## src/rtl/ball_collision_detector_pkg.sv

```systemverilog
`default_nettype none
// ============================================================================
//  Package : defines_collision
//  Shared definitions for the ball collision detector: default pulse
//  holdoff lengths and identifiers for every collidable scene object.
//  Revision: 1.0 - initial release
// ============================================================================
package defines_collision;

    // Frames (counted by startOfFrame) that must pass after a pulse
    // before the same object may pulse again.
    localparam int c_SPRING_HOLDOFF_DEFAULT = 8;
    localparam int c_BUMPER_HOLDOFF_DEFAULT = 4;

    // Number of objects the ball can collide with.
    localparam int c_NUM_OBJ = 5;

    // Object identifiers; also used as bit positions in the hit vector.
    typedef enum logic [2:0] {
        OBJ_FLIPPER  = 3'd0,
        OBJ_OBSTACLE = 3'd1,
        OBJ_SPRING   = 3'd2,
        OBJ_BUMPER   = 3'd3,
        OBJ_FRAME    = 3'd4
    } collision_obj_e;

    // Holdoff counter width for a given holdoff length; never below 1 bit
    // so a zero holdoff still yields a legal vector.
    function automatic int holdoff_width(input int holdoff);
        int w;
        w = (holdoff > 0) ? $clog2(holdoff + 1) : 1;
        return (w < 1) ? 1 : w;
    endfunction

endpackage : defines_collision
`default_nettype wire

```

## src/rtl/ball_collision_detector_collision_channel.sv

```systemverilog
`default_nettype none
// ============================================================================
//  Module  : collision_channel
//  One collision channel: a per-frame sticky flag and, when HAS_PULSE is
//  set, a rate-limited single-cycle pulse guarded by a frame holdoff
//  counter. The single output is the sticky level for plain channels and
//  the pulse for pulse channels.
//  Revision: 1.0 - initial release
// ============================================================================
module collision_channel
    import defines_collision::*;
#(
    parameter bit HAS_PULSE = 1'b0,
    parameter int HOLDOFF   = 0
) (
    input  logic clk,
    input  logic resetN,
    input  logic sof_i,
    input  logic pause_i,
    input  logic hit_i,
    output logic out_o
);

    logic flag_q;
    logic flag_d;

    // Sticky flag: a hit sets it, a new frame clears it, and a hit that
    // lands on the frame strobe belongs to the new frame so it still sets.
    // Pause discards everything.
    always_comb begin
        flag_d = flag_q;
        if (pause_i) begin
            flag_d = 1'b0;
        end else if (hit_i) begin
            flag_d = 1'b1;
        end else if (sof_i) begin
            flag_d = 1'b0;
        end
    end

    // Sticky flag register.
    always_ff @(posedge clk) begin
        if (!resetN) begin
            flag_q <= 1'b0;
        end else begin
            flag_q <= flag_d;
        end
    end

    generate
        if (HAS_PULSE) begin : g_pulse
            localparam int c_CW = holdoff_width(HOLDOFF);

            logic [c_CW-1:0] holdoff_q;
            logic [c_CW-1:0] holdoff_d;
            logic            pulse_q;
            logic            pulse_d;
            logic            first_hit;
            logic            holdoff_idle;

            // A hit on the frame strobe opens a new frame, so the old
            // frame's flag must not suppress it.
            assign first_hit    = sof_i | ~flag_q;
            // Compared against the pre-decrement value on purpose: a hit
            // coincident with the strobe still sees the old count.
            assign holdoff_idle = (holdoff_q == '0);

            // Pulse decision and holdoff update; counter is frozen in pause
            // and saturates at zero.
            always_comb begin
                pulse_d   = hit_i & ~pause_i & first_hit & holdoff_idle;
                holdoff_d = holdoff_q;
                if (!pause_i) begin
                    if (pulse_d) begin
                        holdoff_d = c_CW'(HOLDOFF);
                    end else if (sof_i && !holdoff_idle) begin
                        holdoff_d = holdoff_q - c_CW'(1);
                    end
                end
            end

            // Pulse and holdoff registers; reset aborts any pending holdoff.
            always_ff @(posedge clk) begin
                if (!resetN) begin
                    pulse_q   <= 1'b0;
                    holdoff_q <= '0;
                end else begin
                    pulse_q   <= pulse_d;
                    holdoff_q <= holdoff_d;
                end
            end

            assign out_o = pulse_q;
        end else begin : g_level
            assign out_o = flag_q;
        end
    endgenerate

endmodule : collision_channel
`default_nettype wire

```

## src/rtl/ball_collision_detector.sv

```systemverilog
`default_nettype none
// ============================================================================
//  Module  : ball_collision_detector
//  Detects ball/object pixel overlaps during the raster scan. Drives
//  sticky per-frame collision levels for flipper, obstacle and border, and
//  holdoff-limited single-cycle pulses for spring and bumper.
//  Revision: 1.0 - initial release
// ============================================================================
module ball_collision_detector
    import defines_collision::*;
#(
    parameter int SPRING_HOLDOFF_FRAMES = c_SPRING_HOLDOFF_DEFAULT,
    parameter int BUMPER_HOLDOFF_FRAMES = c_BUMPER_HOLDOFF_DEFAULT
) (
    input  logic clk,
    input  logic resetN,
    input  logic startOfFrame,
    input  logic pause,
    input  logic draw_smiley,
    input  logic draw_flipper,
    input  logic draw_obstacle,
    input  logic draw_spring,
    input  logic draw_bumper,
    input  logic draw_frame,
    output logic collisionSmileyFlipper,
    output logic collisionSmileyObstacle,
    output logic collisionSmileyFrame,
    output logic collisionSmileySpringPulse,
    output logic collisionSmileyBumperPulse
);

    // One bit per object: ball and object drawn on the same pixel.
    logic [c_NUM_OBJ-1:0] w_hit;

    assign w_hit[OBJ_FLIPPER]  = draw_smiley & draw_flipper;
    assign w_hit[OBJ_OBSTACLE] = draw_smiley & draw_obstacle;
    assign w_hit[OBJ_SPRING]   = draw_smiley & draw_spring;
    assign w_hit[OBJ_BUMPER]   = draw_smiley & draw_bumper;
    assign w_hit[OBJ_FRAME]    = draw_smiley & draw_frame;

    collision_channel #(
        .HAS_PULSE (1'b0),
        .HOLDOFF   (0)
    ) u_flipper (
        .clk     (clk),
        .resetN  (resetN),
        .sof_i   (startOfFrame),
        .pause_i (pause),
        .hit_i   (w_hit[OBJ_FLIPPER]),
        .out_o   (collisionSmileyFlipper)
    );

    collision_channel #(
        .HAS_PULSE (1'b0),
        .HOLDOFF   (0)
    ) u_obstacle (
        .clk     (clk),
        .resetN  (resetN),
        .sof_i   (startOfFrame),
        .pause_i (pause),
        .hit_i   (w_hit[OBJ_OBSTACLE]),
        .out_o   (collisionSmileyObstacle)
    );

    collision_channel #(
        .HAS_PULSE (1'b1),
        .HOLDOFF   (SPRING_HOLDOFF_FRAMES)
    ) u_spring (
        .clk     (clk),
        .resetN  (resetN),
        .sof_i   (startOfFrame),
        .pause_i (pause),
        .hit_i   (w_hit[OBJ_SPRING]),
        .out_o   (collisionSmileySpringPulse)
    );

    collision_channel #(
        .HAS_PULSE (1'b1),
        .HOLDOFF   (BUMPER_HOLDOFF_FRAMES)
    ) u_bumper (
        .clk     (clk),
        .resetN  (resetN),
        .sof_i   (startOfFrame),
        .pause_i (pause),
        .hit_i   (w_hit[OBJ_BUMPER]),
        .out_o   (collisionSmileyBumperPulse)
    );

    collision_channel #(
        .HAS_PULSE (1'b0),
        .HOLDOFF   (0)
    ) u_frame (
        .clk     (clk),
        .resetN  (resetN),
        .sof_i   (startOfFrame),
        .pause_i (pause),
        .hit_i   (w_hit[OBJ_FRAME]),
        .out_o   (collisionSmileyFrame)
    );

endmodule : ball_collision_detector
`default_nettype wire

```

## config.mk

```make
export PLATFORM = sky130hd
export DESIGN_NAME = ball_collision_detector
export DESIGN_NICKNAME = d
export VERILOG_FILES = /design/src/rtl/ball_collision_detector_pkg.sv /design/src/rtl/ball_collision_detector_collision_channel.sv /design/src/rtl/ball_collision_detector.sv
export SDC_FILE = /design/constraint.sdc
export NUM_CORES = 1
export LEC_CHECK = 0
export BUFFER_PORTS_ARGS = -buffer_cell sky130_fd_sc_hd__buf_4
export CORE_UTILIZATION = 50
export CTS_CLUSTER_DIAMETER = 120
export DETAILED_ROUTE_END_ITERATION = 16
export GPL_ROUTABILITY_DRIVEN = 0
export PLACE_DENSITY = 0.74
export SYNTH_ARGS = -nofsm -noshare
export SYNTH_HDL_FRONTEND = slang
export SYNTH_SLANG_ARGS = --single-unit
export TNS_END_PERCENT = 30
```

## constraint.sdc

```tcl
create_clock -name clk -period 1.5 [get_ports clk]
set_input_delay 0.3 -clock clk [delete_from_list [all_inputs] [get_ports clk]]
set_output_delay 0.3 -clock clk [all_outputs]
set_load 0.02 [all_outputs]
```

==> metrics.md, run 1 <==
| Metric | Value |
|---|---|
| Outcome | completed |
| Post-synthesis sequential element count | 14 |
| Area of the core region | 0.00130 mm^2 |
| Number of hold-slack violations in the final timing report | 0 |
| Peak supply drop | 0.000820 V |
| Post-synth cell types | 31 |
| Worst Setup Path Type | reg2reg |
| Combined global-route utilization of all metal layers | 23.4% |
| Beginning of the worst hold path | draw_frame |
| DR vias | 652 |
| FMAX | 699 MHz |
| Post-synthesis area per instance | 8.87 um^2 |
| Clock tree from TritonCTS | yes |
| Setup Slack @ Placement | -9.05 ps |
| Number of stages on the worst hold path | 3 |
| Nature of the critical path endpoint | flop |
| Total of warnings raised by yosys | 0 |
| Final worst slack | 69.3 ps |
| Cell family with most CP delay | simple AND/OR/NAND/NOR gates |
| Critical path data arrival time | 1590 ps |
| Share of layout cells above drive strength 1 | 28.6% |
| Multi-input gate area | 410 um^2 |
| Critical path launch point type | flop |
| Port bufs | 14 |
| Detailed-route DRC error count | 0 |
| Origin of the worst setup path | u_spring.g_pulse.holdoff_q[0] |
| Starting density of the core | 53.2% |
| Area of placed instances | 841 um^2 |
| Worst-margin pin slew | 399 ps |
| Mapped Area | 692 um^2 |
| CTS Buf Count | 3 |
| Count of boundary I/O pins | 15 |
| Required arrival time at the worst endpoint | 1660 ps |
| Setup clock skew after layout | 3.51 ps |
| Core Util, Final | 68.7% |
| Slew HR | 73.0% |
| Top_reg_cell synth | dfxtp_1 |
| Aggregate global routing overflow | 0 |
| Final number of max-transition violations | 0 |
| Area growth syn-to-layout | 29.1% |
| Via count of the first global-routing pass | 547 |
| Global-route wire length before repair | 2.38 mm |
| Net count after synthesis | 91 |
| Fin nets | 113 |
| Die height | 39.2 um |
| Number of violations reported at the end of detailed-routing iteration 0 | 15 |
| Die footprint | 0.00154 mm^2 |
| Root Driver | clkbuf_4 |
| Clock latency on the worst-skew pair | 280 ps |
| DRT Pass-1 Iters | 4 |
| Crit path max fanout | 7 |
| Area of all placed cells without fillers | 893 um^2 |
| Initial antenna violation count | 0 |
| Critical Path Max Stage Delay | 400 ps |
| List of cells traversed by the critical path | inv_1, ha_4, or3b_4, nor4_4, o32ai_1 |
| Maximum buffer depth of the clock tree | 2 |
| Area occupied by registers | 280 um^2 |
| Min-Delay Path Class | in2reg |
| Number of nets with antenna violations after detailed routing | 0 |
| Cell with the biggest individual delay on the critical path | or3b_4 |
| Number of setup violations in the final report | 0 |
| Gate count of the mapped netlist | 78 |
| Portion of the post-synthesis area used by sequential elements | 40.5% |
| Largest net degree at the start of global routing | 11 |
| FFs w/ async S/R, synth | 0% |
| Standby leakage power | 0.369 nW |
| Count of H-tree levels built during CTS | 1 |
| Vias per inst | 5.77 |
| Clock sink count | 14 |
| PwrDens | 977 mW/mm^2 |
| Minimum clock period | 1430 ps |
| Wirelength per Cell | 13.7 um |
| Period Utilization, post-route | 95.4% |
| Diode count | 0 |
| Number of cells on the worst reg-to-reg path | 5 |
| WP buf/inv | 1 |
| DRT Wirelength | 1.55 mm |
| Dpl hpwl | 1.12 mm |
| Fill cell count | 114 |
| Register clock-pin slew on the reported worst setup and hold paths | 80 ps |
| Number of flops mapped to enable cells by yosys | 0 |
| Number of gates on the worst path with buffers counted | 5 |
| Reg2reg start | u_spring.g_pulse.holdoff_q[0] |
| Total of max-cap violations | 0 |
| CTS Hold Buffers Added | 0 |
| Die W | 39.2 um |
| Site row count | 13 |
## synth_stat cells (2+ instances only)
| library cell | n | area [um^2] |
|---|---|---|
| inv_1 | 7 | 26.3 |
| nand2_1 | 6 | 22.5 |
| a31oi_1 | 2 | 12.5 |
| nor2b_1 | 2 | 12.5 |
| nor2_1 | 5 | 18.8 |
| or4_1 | 2 | 15.0 |
| nor3b_1 | 3 | 22.5 |
| dfxtp_1 | 14 | 280 |
| a21oi_1 | 4 | 20.0 |
| nor3_1 | 2 | 10.0 |
| ha_1 | 3 | 37.5 |
| o211ai_1 | 2 | 15.0 |
| nor4_1 | 3 | 18.8 |
| nand2b_1 | 3 | 18.8 |
| o22ai_1 | 2 | 12.5 |
| a22oi_1 | 3 | 22.5 |
## path summary, 6_finish.rpt
path | slack [ps] | to
setup / recovery | 70 | u_spring.g_pulse.holdoff_q[1]
hold / removal | 260 | u_frame.out_o
setup reg to reg | 70 | u_spring.g_pulse.holdoff_q[1]
hold reg to reg | 520 | u_bumper.g_pulse.holdoff_q[1]
## cell usage in the layout (no fill, tap or decap)
| cell | netlist | final |
|---|---|---|
| nand3_1 | 1 | 1 |
| o21bai_1 | 1 | 1 |
| dfxtp_1 | 14 | 14 |
| a22oi_1 | 3 | 3 |
| ha_4 | 0 | 1 |
| inv_1 | 7 | 7 |
| nor2b_2 | 1 | 1 |
| nand2b_4 | 1 | 1 |
| a2111oi_1 | 0 | 1 |
| buf_4 | 0 | 18 |
| o22ai_1 | 2 | 2 |
| a311oi_1 | 1 | 1 |
| o31a_1 | 1 | 1 |
| ha_1 | 3 | 2 |
| nor2b_1 | 2 | 2 |
| nor2_1 | 5 | 5 |
| nor3_1 | 2 | 2 |
| a31oi_1 | 2 | 2 |
| o211ai_1 | 2 | 2 |
| nor4_4 | 0 | 1 |
| nor3b_1 | 3 | 2 |
| and2b_2 | 1 | 1 |
| a21oi_1 | 4 | 4 |
| o32ai_1 | 1 | 1 |
| o21ai_0 | 1 | 1 |
| or4_1 | 2 | 2 |
| or3b_4 | 0 | 1 |
| a21o_1 | 1 | 1 |
| nand2_1 | 6 | 6 |
| clkbuf_4 | 0 | 3 |
| nor4_1 | 3 | 3 |
| nor3b_2 | 0 | 1 |
| o41ai_1 | 1 | 1 |
| nand2b_1 | 3 | 3 |
## sequential cells by signal (all words and copies together) (netlist names)
| name | cells |
|---|---|
| u_obstacle.out_o | 1 |
| u_spring.flag_q | 1 |
| u_frame.out_o | 1 |
| u_bumper.out_o | 1 |
| u_bumper.flag_q | 1 |
| u_spring.out_o | 1 |
| u_flipper.out_o | 1 |
| u_bumper.g_pulse.holdoff_q | 3 |
| u_spring.g_pulse.holdoff_q | 4 |
## through the flow
step	power [mW]	setup TNS [ps]	hold slack, ps	std cells
floorplan	0.544	0	419	78
global placement	0.632	0	492	110
detailed placement	0.635	-9.05	504	110
CTS	0.841	0	259	113
global route	0.921	-14.2	249	113
finish	0.873	0	261	113
## repair_timing
| action | in CTS | in global routing |
|---|---|---|
| endpoints found under the setup margin | 1 | 4 |
| setup buffers | 0 | 0 |
| gates resized for setup | 1 | 5 |
## cells by family (layout without fill, tap and decap cells)
logic type               after synthesis  count (layout)  share of synthesized area [%]
flip-flops                            14              14                           40.5
adder cells (fa/ha/maj)                3               3                           5.43
AO/OA/AOI/OAI                         21              21                           21.2
buffers and inverters                  8              28                           4.52
AND/OR/NAND/NOR                       32              32                           28.4
## final cells by class
cell class	instances	area share, %
timing repair buffer	18	15.1
sequential	14	31.4
inverter	7	2.94
tap	15	2.10
clock buffer	3	2.52
multi-input combinational	56	45.9
## power breakdown
group	internal (mW)	switching, mW
clock network	0.0931	0.118
logic	0.131	0.117
registers	0.393	0.0202
## metal layers
layer	vias up	GRT usage (%)	share of wire, %
met3	4	5.20	4.6
met1	298	30.7	47
met5	-	0	0
met2	20	36.3	47
li1	330	-	-
met4	0	10.3	1.2
## worst min-delay path, stage by stage
cell and delay (ps):
buf_4 80, a22oi_1 50, nor2_1 80
Note: power is estimated with default switching activity, not from simulation.
==> run 2, diff against run 1 <==
- CORE_UTILIZATION: 50 -> 45
- PLACE_DENSITY: 0.74 -> 0.71
- clock period: 1.5 -> 1.3 ns (I/O delays scaled with it)
==> run 2 against run 1 <==
The flow now finishes with violations (setup timing). Sequential power increased by 15%. Total power is 29% higher. Wire length up 9.8%.
==> metrics.md, run 2 (synthesis gave the netlist of run 1 again) <==
| Metric | Value |
|---|---|
| Clock sink count | 14 |
| Worst-margin pin slew | 327 ps |
| Origin of the worst setup path | u_spring.g_pulse.holdoff_q[0] |
| Fill cell count | 107 |
| Final number of max-transition violations | 0 |
| Minimum clock period | 1350 ps |
| Aggregate global routing overflow | 0 |
| Root Driver | clkbuf_4 |
| Number of gates on the worst path with buffers counted | 5 |
| Slew HR | 78.0% |
| Area of the core region | 0.00137 mm^2 |
| Count of boundary I/O pins | 15 |
| Capture point of the critical path | u_spring.g_pulse.holdoff_q[0] |
| WP buf/inv | 1 |
| Number of flip-flops under the largest register name | 4 |
| Diode count | 0 |
| Worst Setup Path Type | reg2reg |
| Slack of the worst reg-to-reg path | -50 ps |
| Die footprint | 0.00170 mm^2 |
| Die W | 41.2 um |
| Reg2reg start | u_spring.g_pulse.holdoff_q[0] |
| Cell family with most CP delay | simple AND/OR/NAND/NOR gates |
| List of cells traversed by the critical path | inv_2, ha_4, or3b_4, nor4_4, o22ai_1 |
| Outcome | finished, violations left |
| Critical path launch point type | flop |
| Starting density of the core | 50.6% |
| Critical Path Max Stage Delay | 390 ps |
| PwrDens | 1130 mW/mm^2 |
| Fin nets | 120 |
| CTS Hold Buffers Added | 0 |
| Detailed-route DRC error count | 0 |
| Wirelength per Cell | 14.1 um |
| Nature of the critical path endpoint | flop |
| Min-Delay Path Class | in2reg |
| Largest registers | u_spring.g_pulse.holdoff_q (4), u_bumper.g_pulse.holdoff_q (3) |
| Combined global-route utilization of all metal layers | 23.9% |
| Via count of the first global-routing pass | 627 |
| Site row count | 13 |
| Core Util, Final | 73.4% |
| Cell Count, Final, Fillers Out | 121 |
| Area growth syn-to-layout | 44.8% |
| Clock tree from TritonCTS | yes |
| Dpl hpwl | 1.15 mm |
| Cell with the biggest individual delay on the critical path | or3b_4 |
| Violated checks | setup timing |
| Crit path max fanout | 4 |
| Number of hold-slack violations in the final timing report | 0 |
| Count of H-tree levels built during CTS | 1 |
| Port bufs | 14 |
| FMAX | 740 MHz |
| Total of max-cap violations | 0 |
| Setup clock skew after layout | 0.900 ps |
| Initial antenna violation count | 0 |
| CTS Buf Count | 3 |
| Highest-count cells in the layout ignoring fill and taps | buf_4, dfxtp_1, nand2_1 |
| DRT Pass-1 Iters | 4 |
| Largest net degree at the start of global routing | 11 |
| Cell total after placement | 114 |
| Number of nets with antenna violations after detailed routing | 0 |
| Number of violations reported at the end of detailed-routing iteration 0 | 17 |
| Die height | 41.2 um |
| Vias per inst | 5.75 |
| DRT Wirelength | 1.70 mm |
| DR vias | 696 |
| Unrepaired setup endpoints after global routing | true |
| Required arrival time at the worst endpoint | 1470 ps |
| Clock latency on the worst-skew pair | 280 ps |
| Endpoint of the worst register-to-register path | u_spring.g_pulse.holdoff_q[0] |
| Reg with most FFs | u_spring.g_pulse.holdoff_q |
| Final worst slack | -51.3 ps |
| Standby leakage power | 0.423 nW |
| Global-route wire length before repair | 2.63 mm |
| Share of layout cells above drive strength 1 | 45.3% |
| Critical path data arrival time | 1520 ps |
| Number of setup violations in the final report | 2 |
| Period Utilization, post-route | 104% |
| Number of cells on the worst reg-to-reg path | 5 |
| Peak supply drop | 0.000730 V |
| Maximum buffer depth of the clock tree | 2 |
| Commonest non-fill, non-tap cell in the layout | buf_4 |
| Register clock-pin slew on the reported worst setup and hold paths | 90 ps |
run 2: cell types whose count changed in the layout (fill, tap and decap cells not counted), sizes merged:
| cell | change |
|---|---|
| clkbuf | +1 |
| buf | +7 |
run 2: layout make-up:
class | count | area (um^2) | area share [%]
clock buffers | 4 | 36.3 | 3.62
inverters | 7 | 26.3 | 2.62
multi-input cells | 56 | 449 | 44.8
flip-flops and latches | 14 | 284 | 28.3
well taps | 15 | 18.8 | 1.87
repair buffers | 25 | 188 | 18.7
run 2: how the worst min path moves through the flow:
stage | start | end | slack (ps) | depth (start not counted)
global placement | u_bumper.g_pulse.holdoff_q[2] | u_bumper.g_pulse.holdoff_q[2] | 490 | 2
CTS | draw_flipper | u_flipper.out_o | 200 | 3
floorplan | resetN | u_spring.out_o | 380 | 2
detailed placement | draw_frame | u_frame.out_o | 500 | 3
finish | draw_frame | u_frame.out_o | 200 | 3
global route | draw_frame | u_frame.out_o | 220 | 3
run 2: timing repair:
| item | in CTS | in global routing |
|---|---|---|
| buffers inserted | 1 | 2 |
| endpoints found under the hold margin | 0 | 0 |
| resized for setup | 8 | 10 |
| endpoints found under the setup margin | 7 | 7 |
| pin swaps | 4 | 7 |
run 2: worst min-delay path, delay by kind of cell:
family,cells,cell delay (ps)
compound gates,1,50
buf+inv,1,70
simple gates,1,70
run 2: routing by layer:
layer,vias up,part of all wire (%),track usage (%)
li1,346,-,-
met1,319,44,29.7
met3,8,4.1,4.35
met4,0,2.2,11.3
met5,-,0,0
met2,23,49,39.5
run 2: metrics by stage:
step | worst slack (ps) | area (um^2) | hold WS [ps] | setup TNS (ps) | total power [mW]
after floorplan | -49.2 | 694 | 379 | -98.0 | 0.629
after global placement | -87.8 | 873 | 488 | -206 | 0.736
after detailed placement | -126 | 873 | 504 | -326 | 0.740
after CTS | -111 | 952 | 204 | -411 | 1.10
after global routing | -88.4 | 1000 | 224 | -355 | 1.19
final | -51.3 | 1000 | 203 | -90.5 | 1.13
run 2: power by group:
group | internal [mW] | leakage, nW | switching, mW
clock network | 0.171 | 0.0210 | 0.148
registers | 0.456 | 0.115 | 0.0199
logic | 0.181 | 0.286 | 0.155
total | 0.807 | 0.423 | 0.323
==> run 3, diff against run 2 <==
- CORE_UTILIZATION: 45 -> 46
- PLACE_DENSITY: 0.71 -> 0.72
- SYNTH_HIERARCHICAL: not set -> 1
==> run 3 against run 2 <==
The run still ends with setup timing left. First-iteration DRC count down 47%. Final cell count decreased by 4.1%. Utilization fell by 1.8 points. Hold slack better by 8.2 ps. Non-clock buffer count shrank 4. Clock skew up 3.7 ps. Maximum frequency up 3.6%. Largest cell class unchanged. Critical path depth did not move. Sequential share of layout area is 0.11 points higher. Clock power grew 3%. Via count decreased by 12%. Clock-buffer cell count did not move.
==> metrics.md, run 3 <==
| Metric | Value |
|---|---|
| Gate count of the mapped netlist | 77 |
| Total of max-cap violations | 0 |
| Share of the synthesized area in the top cell type | 38.8% |
| Vias per inst | 5.30 |
| Largest registers | u_spring/g_pulse.holdoff_q (4), u_bumper/g_pulse.holdoff_q (3) |
| Portion of the post-synthesis area used by sequential elements | 38.8% |
| Dpl hpwl | 1.02 mm |
| Number of setup violations in the final report | 1 |
| Required arrival time at the worst endpoint | 1450 ps |
| Reg with most FFs | u_spring/g_pulse.holdoff_q |
| Setup clock skew after layout | 4.62 ps |
| Post-synthesis area per instance | 9.38 um^2 |
| Post-synthesis sequential element count | 14 |
| Area growth syn-to-layout | 37.1% |
| Highest signal layer in the routed design | met4 |
| Wirelength per Cell | 12.6 um |
| Diode count | 0 |
| Total of warnings raised by yosys | 6 |
| Slew HR | 61.0% |
| Area leader, netlist | dfxtp_1 |
| Die W | 41.6 um |
| Clock latency on the worst-skew pair | 280 ps |
| Root Driver | clkbuf_4 |
| CTS Buf Count | 3 |
| Highest-count cells in the layout ignoring fill and taps | buf_4, dfxtp_1, inv_1 |
| Leading cell types by count after synthesis | dfxtp_1, inv_1, nor2b_1 |
| Starting density of the core | 52.2% |
| Maximum buffer depth of the clock tree | 2 |
| Period Utilization, post-route | 100% |
| Critical path launch point type | flop |
| M1 WL | 788 um |
| Worst-margin pin slew | 585 ps |
| DRT Wirelength | 1.47 mm |
| Final number of max-transition violations | 0 |
| Area of the core region | 0.00138 mm^2 |
| Commonest non-fill, non-tap cell in the layout | buf_4 |
| Minimum clock period | 1300 ps |
| Number of nets with antenna violations after detailed routing | 0 |
| Initial antenna violation count | 0 |
| Clock tree from TritonCTS | yes |
| Slack of the worst reg-to-reg path | -4 ps |
| Number of violations reported at the end of detailed-routing iteration 0 | 9 |
| Detailed-route DRC error count | 0 |
| Die height | 41.6 um |
| Largest net degree at the start of global routing | 11 |
| Top_reg_cell synth | dfxtp_1 |
| Amount of wire on met2 after detailed routing | 597 um |
| Core Util, Final | 71.6% |
| CTS Hold Buffers Added | 0 |
| Clock sink count | 14 |
| Count of boundary I/O pins | 15 |
| Standby leakage power | 0.469 nW |
| Final worst slack | -4.24 ps |
| Port bufs | 14 |
| Number of flops mapped to enable cells by yosys | 0 |
| DR vias | 615 |
| Cell with the most instances after synthesis | dfxtp_1 |
| Unrepaired setup endpoints after global routing | true |
| Crit path max fanout | 4 |
| Site row count | 13 |
| Nature of the critical path endpoint | flop |
| Accumulated negative setup slack | -4.24 ps |
| DRT Pass-1 Iters | 4 |
| Register clock-pin slew on the reported worst setup and hold paths | 100 ps |
| Peak supply drop | 0.000758 V |
| Number of flip-flops under the largest register name | 4 |
| Cell types with the largest area share after synthesis | dfxtp_1, ha_1, nor2b_1 |
| Net count after synthesis | 90 |
| Global-route wire length before repair | 2.56 mm |
| Combined global-route utilization of all metal layers | 18.9% |
| Count of H-tree levels built during CTS | 1 |
| Setup Slack @ Placement | -73.3 ps |
| Post-synth cell types | 29 |
| Worst Setup Path Type | reg2reg |
| Share of layout cells above drive strength 1 | 39.6% |
| Violated checks | setup timing |
| FFs w/ async S/R, synth | 0% |
| Critical path data arrival time | 1450 ps |
| Number of hold-slack violations in the final timing report | 0 |
| Aggregate global routing overflow | 0 |
| Mapped Area | 722 um^2 |
| Die footprint | 0.00173 mm^2 |
| FMAX | 767 MHz |
| PwrDens | 1020 mW/mm^2 |
| Min-Delay Path Class | in2reg |
| Fin nets | 115 |
| Via count of the first global-routing pass | 613 |
| Outcome | finished, violations left |
| Wire length on met3 | 65 um |
==> run 3: cell types whose count changed in the layout (fill, tap and decap cells not counted), sizes merged, moves of 3 or more <==
cell   delta
nand2     -6
and2      +5
a22oi     -3
buf       -4
nor2b     +3
nor4      -4
o211a     +3
==> run 3: what timing repair did <==
action | in CTS | in global routing
pin swaps | 4 | 3
gates resized for setup | 7 | 5
endpoints found under the setup margin | 4 | 9
setup buffers | 1 | 0
==> run 3: metal layers <==
layer / up-vias / global-route usage (%)
met5: - / 0
met4: 0 / 5.81
met3: 2 / 5.22
met2: 19 / 28.1
met1: 272 / 26.4
li1: 322 / -
==> run 3: area by class of cell <==
cell class                 count  area, um^2
tap                           15        18.8
sequential                    14         282
multi-input combinational     53         462
inverter                       9        33.8
clock buffer                   4        36.3
fill                         106         393
timing repair buffer          21         158
==> run 3: logic make-up after synthesis <==
kind of cell	share of synthesized area, %
simple gates	30.2
compound gates	19.1
flops	38.8
buf+inv	5.37
fa+ha+maj	5.20
mux	1.39
==> run 3: worst paths after layout <==
check,start,to,cells past startpoint
setup / recovery,u_spring/g_pulse.holdoff_q[1],u_spring/g_pulse.holdoff_q[1],5
hold reg to reg,u_bumper/g_pulse.holdoff_q[1],u_bumper/g_pulse.holdoff_q[1],2
hold / removal,pause,u_spring/flag_q,2
setup reg to reg,u_spring/g_pulse.holdoff_q[1],u_spring/g_pulse.holdoff_q[1],5
==> run 3: per-stage QoR <==
stage / power (mW) / hold WS (ps) / area [um^2] / std cells
3_5_place_dp: 0.654 / 506 / 886 / 111
4_1_cts: 0.990 / 206 / 953 / 116
5_1_grt: 1.05 / 217 / 990 / 116
3_3_place_gp: 0.651 / 501 / 886 / 111
2_1_floorplan: 0.577 / 336 / 722 / 77
6_report: 1.01 / 211 / 990 / 116
==> run 3: power breakdown <==
group / internal [mW] / switching (mW)
Sequential: 0.448 / 0.0131
Combinational: 0.117 / 0.103
Clock: 0.170 / 0.159
Total: 0.736 / 0.275
==> run 3: critical path, cell delays in order (launching register included) <==
cell      delay, ps
dfxtp_1         330
inv_2            70
ha_4            140
or3b_4          410
a21oi_2         160
a311oi_2         60
